File: src/rtl/branch_check_pkg.sv
// Shared definitions for the branch-check block.
//   PC_W        : default program-counter width
//   bc_state_t  : checker FSM states (RUN, FLUSH)
//   clog2()     : ceiling log2, used to size queue pointers
package branch_check_pkg;

  localparam int PC_W = 32;

  typedef enum logic {
    RUN   = 1'b0,
    FLUSH = 1'b1
  } bc_state_t;

  function automatic int clog2(input int n);
    int r;
    r = 0;
    while ((1 << r) < n) r++;
    return r;
  endfunction

endpackage

File: src/rtl/branch_check_pred_fifo.sv
// Generic DEPTH x WIDTH circular buffer holding in-order predictions.
//   clk, rst        : clock, asynchronous active-high reset
//   push_i, wdata_i : append an entry (caller guarantees room, or a same-cycle pop)
//   pop_i           : retire the oldest entry (caller guarantees non-empty)
//   flush_i         : discard everything left after this cycle's pop
//   rdata_o         : oldest entry
//   count_o         : occupancy, 0..DEPTH
//   full_o, empty_o : occupancy flags
module pred_fifo
  import branch_check_pkg::*;
#(
  parameter int DEPTH = 4,
  parameter int WIDTH = 32
) (
  input  logic                    clk,
  input  logic                    rst,
  input  logic                    push_i,
  input  logic                    pop_i,
  input  logic                    flush_i,
  input  logic [WIDTH-1:0]        wdata_i,
  output logic [WIDTH-1:0]        rdata_o,
  output logic [clog2(DEPTH):0]   count_o,
  output logic                    full_o,
  output logic                    empty_o
);

  localparam int PTR_W = clog2(DEPTH);
  localparam int CNT_W = PTR_W + 1;

  logic [WIDTH-1:0] mem_q [DEPTH];
  logic [PTR_W-1:0] rptr_q, rptr_d;
  logic [PTR_W-1:0] wptr_q, wptr_d;
  logic [CNT_W-1:0] count_q, count_d;

  always_comb begin
    rptr_d  = rptr_q;
    wptr_d  = wptr_q;
    count_d = count_q;
    // Pointers are exactly log2(DEPTH) bits, so +1 wraps modulo DEPTH.
    if (pop_i) rptr_d = rptr_q + 1'b1;
    if (flush_i) begin
      // Everything younger than the popped entry is wrong-path.
      wptr_d  = rptr_d;
      count_d = '0;
    end else begin
      if (push_i) wptr_d = wptr_q + 1'b1;
      case ({push_i, pop_i})
        2'b10:   count_d = count_q + 1'b1;
        2'b01:   count_d = count_q - 1'b1;
        default: count_d = count_q;
      endcase
    end
  end

  always_ff @(posedge clk or posedge rst) begin
    if (rst) begin
      rptr_q  <= '0;
      wptr_q  <= '0;
      count_q <= '0;
    end else begin
      rptr_q  <= rptr_d;
      wptr_q  <= wptr_d;
      count_q <= count_d;
    end
  end

  // Storage needs no reset: occupancy alone decides which entries are live.
  always_ff @(posedge clk) begin
    if (push_i && !flush_i) mem_q[wptr_q] <= wdata_i;
  end

  assign rdata_o = mem_q[rptr_q];
  assign count_o = count_q;
  assign full_o  = (count_q == CNT_W'(DEPTH));
  assign empty_o = (count_q == '0);

endmodule

File: src/rtl/branch_check.sv
// Branch-prediction checker between fetch/predict and execute.
// Queues predicted next-PCs in order, compares each with the actual next-PC
// when execute resolves it, and emits one-cycle pulses for the CSR counters.
// A mismatch flushes younger predictions and redirects fetch.
//   clk, rst                  : clock, asynchronous active-high reset
//   predPush, predNextPc      : prediction pushed by fetch
//   predReady                 : queue has room and checker is in RUN
//   resValid, resNextPc       : resolution of the oldest control transfer
//   isControlxfer             : pulse per accepted resolution
//   wrongBranch               : pulse when the resolution mismatched
//   redirectValid, redirectPc : fetch restart request (PC held between pulses)
//   qEmpty                    : no outstanding predictions
//   errOverflow, errUnderflow : sticky misuse flags, cleared only by reset
module branch_check
  import branch_check_pkg::*;
#(
  parameter int DEPTH = 4,
  parameter int XLEN  = PC_W
) (
  input  logic            clk,
  input  logic            rst,
  input  logic            predPush,
  input  logic [XLEN-1:0] predNextPc,
  output logic            predReady,
  input  logic            resValid,
  input  logic [XLEN-1:0] resNextPc,
  output logic            isControlxfer,
  output logic            wrongBranch,
  output logic            redirectValid,
  output logic [XLEN-1:0] redirectPc,
  output logic            qEmpty,
  output logic            errOverflow,
  output logic            errUnderflow
);

  localparam int CNT_W = clog2(DEPTH) + 1;

  bc_state_t        state_q, state_d;
  logic [XLEN-1:0]  head_pc;
  logic [CNT_W-1:0] count;
  logic             full, empty;
  logic             run;
  logic             pop, mismatch, push_acc, of_set, uf_set;

  logic             ctl_q, wrong_q, redir_q;
  logic [XLEN-1:0]  redir_pc_q, redir_pc_d;
  logic             of_q, uf_q;

  assign run      = (state_q == RUN);
  assign pop      = run && resValid && !empty;
  assign mismatch = pop && (head_pc != resNextPc);
  // A pop frees a slot in the same cycle, so push-while-full is legal then.
  // A push alongside a mismatch is wrong-path and silently dropped.
  assign push_acc = run && predPush && !mismatch && (!full || pop);
  assign of_set   = run && predPush && full && !pop;
  assign uf_set   = run && resValid && empty;

  pred_fifo #(
    .DEPTH (DEPTH),
    .WIDTH (XLEN)
  ) u_fifo (
    .clk     (clk),
    .rst     (rst),
    .push_i  (push_acc),
    .pop_i   (pop),
    .flush_i (mismatch),
    .wdata_i (predNextPc),
    .rdata_o (head_pc),
    .count_o (count),
    .full_o  (full),
    .empty_o (empty)
  );

  always_comb begin
    state_d = state_q;
    case (state_q)
      RUN:     if (mismatch) state_d = FLUSH;
      FLUSH:   state_d = RUN;
      default: state_d = RUN;
    endcase
  end

  always_comb begin
    redir_pc_d = redir_pc_q;
    if (mismatch) redir_pc_d = resNextPc;
  end

  always_ff @(posedge clk or posedge rst) begin
    if (rst) begin
      state_q    <= RUN;
      ctl_q      <= 1'b0;
      wrong_q    <= 1'b0;
      redir_q    <= 1'b0;
      redir_pc_q <= '0;
      of_q       <= 1'b0;
      uf_q       <= 1'b0;
    end else begin
      state_q    <= state_d;
      ctl_q      <= pop;
      wrong_q    <= mismatch;
      redir_q    <= mismatch;
      redir_pc_q <= redir_pc_d;
      of_q       <= of_q | of_set;
      uf_q       <= uf_q | uf_set;
    end
  end

  assign predReady     = (count < CNT_W'(DEPTH)) && run;
  assign qEmpty        = (count == '0);
  assign isControlxfer = ctl_q;
  assign wrongBranch   = wrong_q;
  assign redirectValid = redir_q;
  assign redirectPc    = redir_pc_q;
  assign errOverflow   = of_q;
  assign errUnderflow  = uf_q;

endmodule

File: config.mk
export PLATFORM = sky130hd
export DESIGN_NAME = branch_check
export DESIGN_NICKNAME = d
export VERILOG_FILES = /design/src/rtl/branch_check_pkg.sv /design/src/rtl/branch_check_pred_fifo.sv /design/src/rtl/branch_check.sv
export SDC_FILE = /design/constraint.sdc
export NUM_CORES = 1
export LEC_CHECK = 0
export CAP_MARGIN = 15
export CORE_UTILIZATION = 45
export CTS_BUF_LIST = sky130_fd_sc_hd__clkbuf_8
export CTS_CLUSTER_DIAMETER = 40
export DETAILED_ROUTE_END_ITERATION = 10
export PLACE_DENSITY = 0.69
export SYNTH_ARGS = -nofsm -noshare
export SYNTH_HDL_FRONTEND = slang
export SYNTH_HIERARCHICAL = 1
export SYNTH_SLANG_ARGS = --single-unit
File: constraint.sdc
create_clock -name clk -period 9.4 [get_ports clk]
set_clock_uncertainty 0.2 [all_clocks]
set_input_delay 1.88 -clock clk [delete_from_list [all_inputs] [get_ports clk]]
set_output_delay 1.88 -clock clk [all_outputs]
set_load 0.05 [all_outputs]
==> summary.md, run 1 <==
Logic synthesis
- 172 — flip-flop and latch count after synthesis
- sky130_fd_sc_hd__edfxtp_1 — Post-synth top flop
- 31 — Distinct cells, synth
- 128 — number of synthesized flops with an enable pin
- 20.24 um2 — mean instance size in the synthesized netlist
- sky130_fd_sc_hd__edfxtp_1 — library cell with the largest summed area after synthesis
- sky130_fd_sc_hd__edfxtp_1 (56%), sky130_fd_sc_hd__dfrtp_1 (16%), sky130_fd_sc_hd__mux4_2 (9.2%) — dominant cells by area after synthesis
- 0.7205 — sequential fraction of the synthesis area
- 0.5601 — portion of synthesized cell area occupied by the leading cell type
- 412 — Mapped Nets
- 339 — cell count after synthesis
- 0.006863 mm2 — post-synthesis instance area
- 6 — total number of yosys warnings
- 0.2558 — share of synthesized registers carrying an async set or reset

CTS
- sky130_fd_sc_hd__clkbuf_8 — root cell of the clock tree
- 0.44 ns — source-to-sink clock delay at the later pin of the worst-skew pair
- 0 — number of cells upsized or downsized after cts
- done — clock tree from TritonCTS
- 0.08 ns — Worst-path clk slew
- 0 — setup fix buffers added after clock tree synthesis
- 17 — CTS Buf Count
- 172 — clock net sink count
- 0 — number of buffers added to fix hold violations after cts
- 2 — deepest clock path buffer count
- 4 — # H-tree levels

Place
- 106 — input/output buffers
- 3.255 ns — post-place setup slack
- 0.6760 — global placer's final weighted congestion
- 7924 um — Detail Placement HPWL
- 0.008060 mm2 — post-detailed-placement cell area

Die
- 125.5 um — width of the die
- 107 — number of I/O pins
- 0.4669 — initial standard-cell utilization of the core
- 44 — row cnt
- 0.01470 mm2 — area of the placeable core
- 0.01575 mm2 — overall die area
- 125.5 um — vertical extent of the die

Route
- 630 um — detailed-routed wire length on met3
- 7 — Pre-antenna DRT Iters
- 142 — DR iter-0 viols
- 5.218 — via-per-instance ratio
- 0 — number of routed nets with antenna violations
- 19.12 um — average wire per cell in the routed design
- 6486 um — total length of routed met2 wires
- met4 — highest metal layer with signal wires
- 3402 — total number of vias
- 5216 um — metal1 wirelength
- 8 — number of design rule violations left after detail routing
- 12470 um — routed wire length

Setup path
- 4.19 ns — minimum setup slack among reg-to-reg paths
- clkdlybuf4s50_1 -> xor2_1 -> nor4_1 -> nand4_1 -> o21ai_4 -> buf_4 -> and3b_1 -> nor2b_1 -> and2_2 — crit-path cells
- 10 — depth of the worst register-to-register path
- sky130_fd_sc_hd__and2_2 — cell with the largest stage delay on the worst path
- u_fifo/rptr_q[0] — startpoint of the worst register-to-register path
- flip-flop — type of destination of the critical path
- 0.80 ns — highest cell delay on the worst timing path
- 35 — crit-path max FO
- primary input — Critical Path Source Type
- 5.49 ns — CP Data Arrival Time
- 9.27 ns — data required time of the critical path
- in -> reg — kind of critical path
- u_fifo/mem_q[2][11] — end of the worst register-to-register path

Timing
- 0 — final setup violation count
- 0 — final hold violations
- 0 — Final Slew Violations
- 0.3871 — worst max-slew margin expressed relative to the limit
- 0.1780 GHz — Max Clk Rate
- 3.782 ns — final setup margin
- false — RSZ-0062 raised after global routing
- 0 ns — final sum of negative setup slack
- 0.5977 — part of the cycle the worst path needs
- 5.618 ns — minimum period implied by the final worst setup slack
- 0.9194 ns — slew of the pin with the lowest slew margin

GRT
- 19420 um — global-route wire length before repair
- 0 — GRT Residual Overflow
- 0 — initial antenna violation count
- 0.1700 — global-route usage over all layers
- 38 — largest net degree at the start of global routing
- 3663 — number of global-route vias before repair

Pwr
- 2.618 mW — total power
- 310.8 mW/mm2 — Power per Cell Area
- 0.0001549 V — worst voltage drop across the vdd grid
- 2.984 nW — leakage

Flow run
- 0 — Maximum Capacitance Violations

Min path
- errUnderflow — worst min-delay path startpoint
- 1 — cell depth of the worst min-delay path
- errUnderflow — destination of the worst hold path
- reg -> reg — type of the tightest min-delay check

Layout
- 528 — post-layout net count
- 0.008422 mm2 — final cell area excluding filler cells
- 22.72% — Syn-to-layout area delta
- 0.2201 — share of cells above drive strength 1
- 0 — # diodes
- 0.5729 — Final Util

Run status
- complete, but fails checks — result of the run
- design-rule violations — failing checks

[Yosys cell counts (3+ instances only)]
master / number
sky130_fd_sc_hd__edfxtp_1: 128
sky130_fd_sc_hd__buf_6: 4
sky130_fd_sc_hd__nand2_1: 3
sky130_fd_sc_hd__mux4_2: 28
sky130_fd_sc_hd__mux4_1: 4
sky130_fd_sc_hd__buf_12: 3
sky130_fd_sc_hd__buf_2: 5
sky130_fd_sc_hd__nor2_1: 4
sky130_fd_sc_hd__mux2_2: 32
sky130_fd_sc_hd__and2_1: 4
sky130_fd_sc_hd__nor3b_1: 4
sky130_fd_sc_hd__nor3_1: 3
sky130_fd_sc_hd__dfrtp_1: 44
sky130_fd_sc_hd__inv_1: 7
sky130_fd_sc_hd__ha_1: 4
sky130_fd_sc_hd__xnor2_1: 3
sky130_fd_sc_hd__nor4_1: 7
sky130_fd_sc_hd__xor2_1: 34
[stage by stage]
| stage | instances | hold slack (ns) |
|---|---|---|
| final | 652 | 0.2735 |
| after global routing | 652 | 0.3053 |
| after CTS | 652 | 0.2778 |
| after detailed placement | 620 | 0.2592 |
| after global placement | 620 | 0.2614 |
| after floorplan | 339 | 0.3339 |
[worst max-delay path: cells and delay by family]
| kind | cells | cell delay, ns |
|---|---|---|
| AO/OA/AOI/OAI | 1 | 0.18 |
| XOR/XNOR | 1 | 0.18 |
| buffers and inverters | 2 | 0.89 |
| AND/OR/NAND/NOR | 5 | 2.32 |
[layout make-up]
cell class	instances	area (um2)
fillers	1106	6277
clock buffers	23	316.6
multi-input cells	147	1767
flip-flops and latches	172	4946
inverters	7	26.28
clock inverters	9	45.04
well taps	184	230.2
repair buffers	110	1091
[registers in the layout, indices dropped and copies added (netlist names)]
register	count
redirectValid	1
u_fifo/rptr_q	2
errOverflow	1
u_fifo/count_o	3
isControlxfer	1
state_q	1
redirectPc	32
errUnderflow	1
u_fifo/wptr_q	2
u_fifo/mem_q	128
[placed cells by master (no fill, tap or decap), drive strengths merged, types with 4 or more instances in the layout]
cell	count
ha	4
mux2	32
clkinv	6
buf	4
nor3b	4
xor2	34
clkbuf	23
mux4	32
and2	4
dfrtp	44
clkdlybuf4s50	106
inv	9
nor4	8
edfxtp	128
nor2	4
[per-layer routing]
metal,global-route usage,vias up
met5,0,-
met4,0.05811,0
met3,0.05263,11
li1,-,1550
met2,0.2961,85
met1,0.1992,1756
[cells by family after synthesis]
family | synth area share
buffers and inverters | 0.02388
AOI/OAI and AO/OA | 0.006200
adders and majority gates | 0.01021
DFF | 0.7205
xor gates and xnor gates | 0.04722
muxes | 0.1626
and+or+nand+nor | 0.02935
[how the worst max path moves through the flow]
stage,start,end,slack (ns),cells past startpoint
6_report,resNextPc[26],u_fifo/mem_q[2][11],3.78,9
5_1_grt,resNextPc[26],u_fifo/mem_q[3][19],3.63,9
4_1_cts,resNextPc[26],u_fifo/mem_q[3][10],3.72,9
3_5_place_dp,resNextPc[26],u_fifo/mem_q[3][6],3.25,9
3_3_place_gp,resNextPc[26],u_fifo/mem_q[2][6],3.37,9
2_1_floorplan,resNextPc[17],u_fifo/mem_q[0][0],4.53,9
[report_power, final]
part	switching (mW)	internal, mW
logic	0.640	0.456
registers	0.0668	0.994
clock network	0.241	0.221
total	0.948	1.67
Power figures use the tool's default switching activity.
==> run 2, diff against run 1 <==
==> constraint.sdc (replaced) <==
create_clock -name clk -period 5.4 [get_ports clk]
set_clock_uncertainty 0.2 [all_clocks]
set_input_delay 1.08 -clock clk [delete_from_list [all_inputs] [get_ports clk]]
set_output_delay 1.08 -clock clk [all_outputs]
set_load 0.05 [all_outputs]
==> run 2 against run 1 <==
Compared with the run above:
- the run still ends with design-rule violations left
- sequential share of layout area shrank 0.96 points
- register-to-register slack lost 3.6 ns
- worst hold slack gained 0.0089 ns
- global-route usage grew 0.92 points
- clock power grew 100%
- count of clock-buffer cells in the layout shrank 5
- critical path type is now reg -> reg
- critical endpoint is now u_fifo/mem_q[3][0]
- largest cell class unchanged
==> summary.md, run 2 (synthesized netlist as in run 1, its figures left out) <==
Run status
- complete, but fails checks — result of the run, unchanged
- design-rule violations — failing checks, unchanged

Timing
- 0.8990 — part of the cycle the worst path needs
- 0.5453 ns — final setup margin, was 3.782 ns
- 0.2060 GHz — Max Clk Rate
- 4.855 ns — minimum period implied by the final worst setup slack
- 0.8569 ns — slew of the pin with the lowest slew margin, was 0.9194 ns
- 0.4279 — worst max-slew margin expressed relative to the limit, was 0.3871
- 0 ns — final sum of negative setup slack, unchanged
- 0 — final setup violation count, unchanged
- 0 — Final Slew Violations, unchanged
- 0 — final hold violations, unchanged
- false — RSZ-0062 raised after global routing, unchanged

Route
- 19.53 um — average wire per cell in the routed design, was 19.12 um
- 12870 um — routed wire length, was 12470 um
- 5.134 — via-per-instance ratio, was 5.218
- 3383 — total number of vias, was 3402
- 8 — number of design rule violations left after detail routing, unchanged
- 7 — Pre-antenna DRT Iters, unchanged
- 188 — DR iter-0 viols, was 142
- 0 — number of routed nets with antenna violations, unchanged

Pwr
- 3.032 nW — leakage, was 2.984 nW
- 0.0002699 V — worst voltage drop across the vdd grid, was 0.0001549 V
- 554.0 mW/mm2 — Power per Cell Area, was 310.8 mW/mm2

Die
- 125.5 um — width of the die, unchanged
- 0.01575 mm2 — overall die area, unchanged
- 107 — number of I/O pins, unchanged
- 125.5 um — vertical extent of the die, unchanged
- 0.4669 — initial standard-cell utilization of the core, unchanged
- 0.01470 mm2 — area of the placeable core, unchanged
- 44 — row cnt, unchanged

Place
- 106 — input/output buffers, unchanged
- 8665 um — Detail Placement HPWL, was 7924 um
- 0.4806 ns — post-place setup slack, was 3.255 ns
- 0.008138 mm2 — post-detailed-placement cell area, was 0.008060 mm2
- 0.6978 — global placer's final weighted congestion, was 0.6760

CTS
- 0.45 ns — source-to-sink clock delay at the later pin of the worst-skew pair, was 0.44 ns
- 2 — deepest clock path buffer count, unchanged
- 0 — number of cells upsized or downsized after cts, unchanged
- 0.08 ns — Worst-path clk slew, about the same
- 0 — number of buffers added to fix hold violations after cts, unchanged
- done — clock tree from TritonCTS, unchanged
- 17 — CTS Buf Count, unchanged
- 0 — setup fix buffers added after clock tree synthesis, unchanged
- 172 — clock net sink count, unchanged
- 4 — # H-tree levels, unchanged
- sky130_fd_sc_hd__clkbuf_8 — root cell of the clock tree, unchanged

Layout
- 0.008562 mm2 — final cell area excluding filler cells, was 0.008422 mm2
- 128 — number of flip-flops in the largest register, unchanged
- sky130_fd_sc_hd__edfxtp_1 — most common cell after layout, fill and taps aside, unchanged
- u_fifo/mem_q — register with the highest flop count, unchanged
- sky130_fd_sc_hd__edfxtp_1 (128), sky130_fd_sc_hd__clkdlybuf4s50_1 (106), sky130_fd_sc_hd__dfrtp_1 (43) — commonest non-fill, non-tap cells in the layout, unchanged
- 24.76% — Syn-to-layout area delta, was 22.72%
- 0 — # diodes, unchanged
- 535 — post-layout net count, was 528
- 0.2295 — share of cells above drive strength 1, was 0.2201

Setup path
- sky130_fd_sc_hd__dfrtp_2 — cell with the largest stage delay on the worst path, was sky130_fd_sc_hd__and2_2
- flip-flop — Critical Path Source Type, was primary input
- 5.36 ns — data required time of the critical path, was 9.27 ns
- buf_4 -> mux4_1 -> xor2_1 -> nor4_1 -> nand4_1 -> o21ai_4 -> and3b_1 -> nor2b_1 -> and2_2 -> buf_12 — crit-path cells, was clkdlybuf4s50_1 -> xor2_1 -> nor4_1 -> nand4_1 -> o21ai_4 -> buf_4 -> and3b_1 -> nor2b_1 -> and2_2
- 22 — crit-path max FO, was 35
- 4.81 ns — CP Data Arrival Time, was 5.49 ns
- 0.82 ns — highest cell delay on the worst timing path, was 0.80 ns
- reg -> reg — kind of critical path, was in -> reg
- flip-flop — type of destination of the critical path, unchanged

GRT
- 38 — largest net degree at the start of global routing, unchanged
- 20480 um — global-route wire length before repair, was 19420 um
- 0 — GRT Residual Overflow, unchanged
- 3690 — number of global-route vias before repair, was 3663
- 0.1792 — global-route usage over all layers, was 0.1700
- 0 — initial antenna violation count, unchanged

Flow run
- 0 — Maximum Capacitance Violations, unchanged

Min path
- reg -> reg — type of the tightest min-delay check, unchanged

## run 2: changes by cell type in the layout (fill, tap and decap cells not counted)
cell                         previous run  this run
sky130_fd_sc_hd__buf_12                 0         2
sky130_fd_sc_hd__buf_4                  4         9
sky130_fd_sc_hd__bufinv_16              0         4
sky130_fd_sc_hd__clkbuf_8              23        18
sky130_fd_sc_hd__clkinv_1               0         2
sky130_fd_sc_hd__clkinv_2               6         3
sky130_fd_sc_hd__clkinvlp_4             1         4
sky130_fd_sc_hd__inv_1                  8         7
## run 2: critical path, delay by kind of cell (launching register included)
kind	cells	cell delay (ns)
and+or+nand+nor	5	1.99
xor gates and xnor gates	1	0.17
AOI/OAI and AO/OA	1	0.22
muxes	1	0.58
buffers and inverters	2	0.57
DFF	1	0.82
## run 2: final cells by class
type / count / area, um2
Fill cell: 1094 / 6137
Sequential cell: 172 / 4946
Multi-Input combinational cell: 147 / 1767
Timing Repair Buffer: 117 / 1169
Clock buffer: 18 / 247.7
Tap cell: 184 / 230.2
Clock inverter: 14 / 176.4
Inverter: 7 / 26.28
## run 2: report_power, final
| part | internal [mW] | switching (mW) |
|---|---|---|
| sequential | 1.73 | 0.160 |
| combinational | 0.821 | 1.09 |
| clock | 0.508 | 0.436 |
## run 2: path summary, 6_finish.rpt
| kind | from | endpoint | slack (ns) | cells after the start |
|---|---|---|---|---|
| worst max register to register | u_fifo/rptr_q[0] | u_fifo/mem_q[3][0] | 0.55 | 10 |
| min in group asynchronous | rst | u_fifo/rptr_q[1] | 0.73 | 2 |
| worst max-delay path | u_fifo/rptr_q[0] | u_fifo/mem_q[3][0] | 0.55 | 10 |
| max in group asynchronous | rst | redirectPc[18] | 3.49 | 2 |
| worst min-delay path | errUnderflow | errUnderflow | 0.28 | 1 |
| worst min register to register | errUnderflow | errUnderflow | 0.28 | 1 |
## run 2: layer usage
metal | part of all wire | GRT usage | vias up | routed length (um)
met2 | 0.50 | 0.3000 | 108 | 6480
met4 | 0.021 | 0.07245 | 0 | 272
met1 | 0.43 | 0.2244 | 1687 | 5485
met5 | 0 | 0 | - | 0
met3 | 0.049 | 0.04407 | 23 | 634
li1 | - | - | 1565 | -
## run 2: per-stage QoR
step | total power [mW] | util | hold WS (ns) | cells
after floorplan | 3.294 | - | 0.3339 | 339
after global placement | 3.812 | 0.5536 | 0.2519 | 627
after detailed placement | 3.859 | 0.5536 | 0.2693 | 627
after CTS | 4.802 | 0.5825 | 0.2882 | 659
after global routing | 4.974 | 0.5825 | 0.3136 | 659
final | 4.743 | 0.5825 | 0.2824 | 659
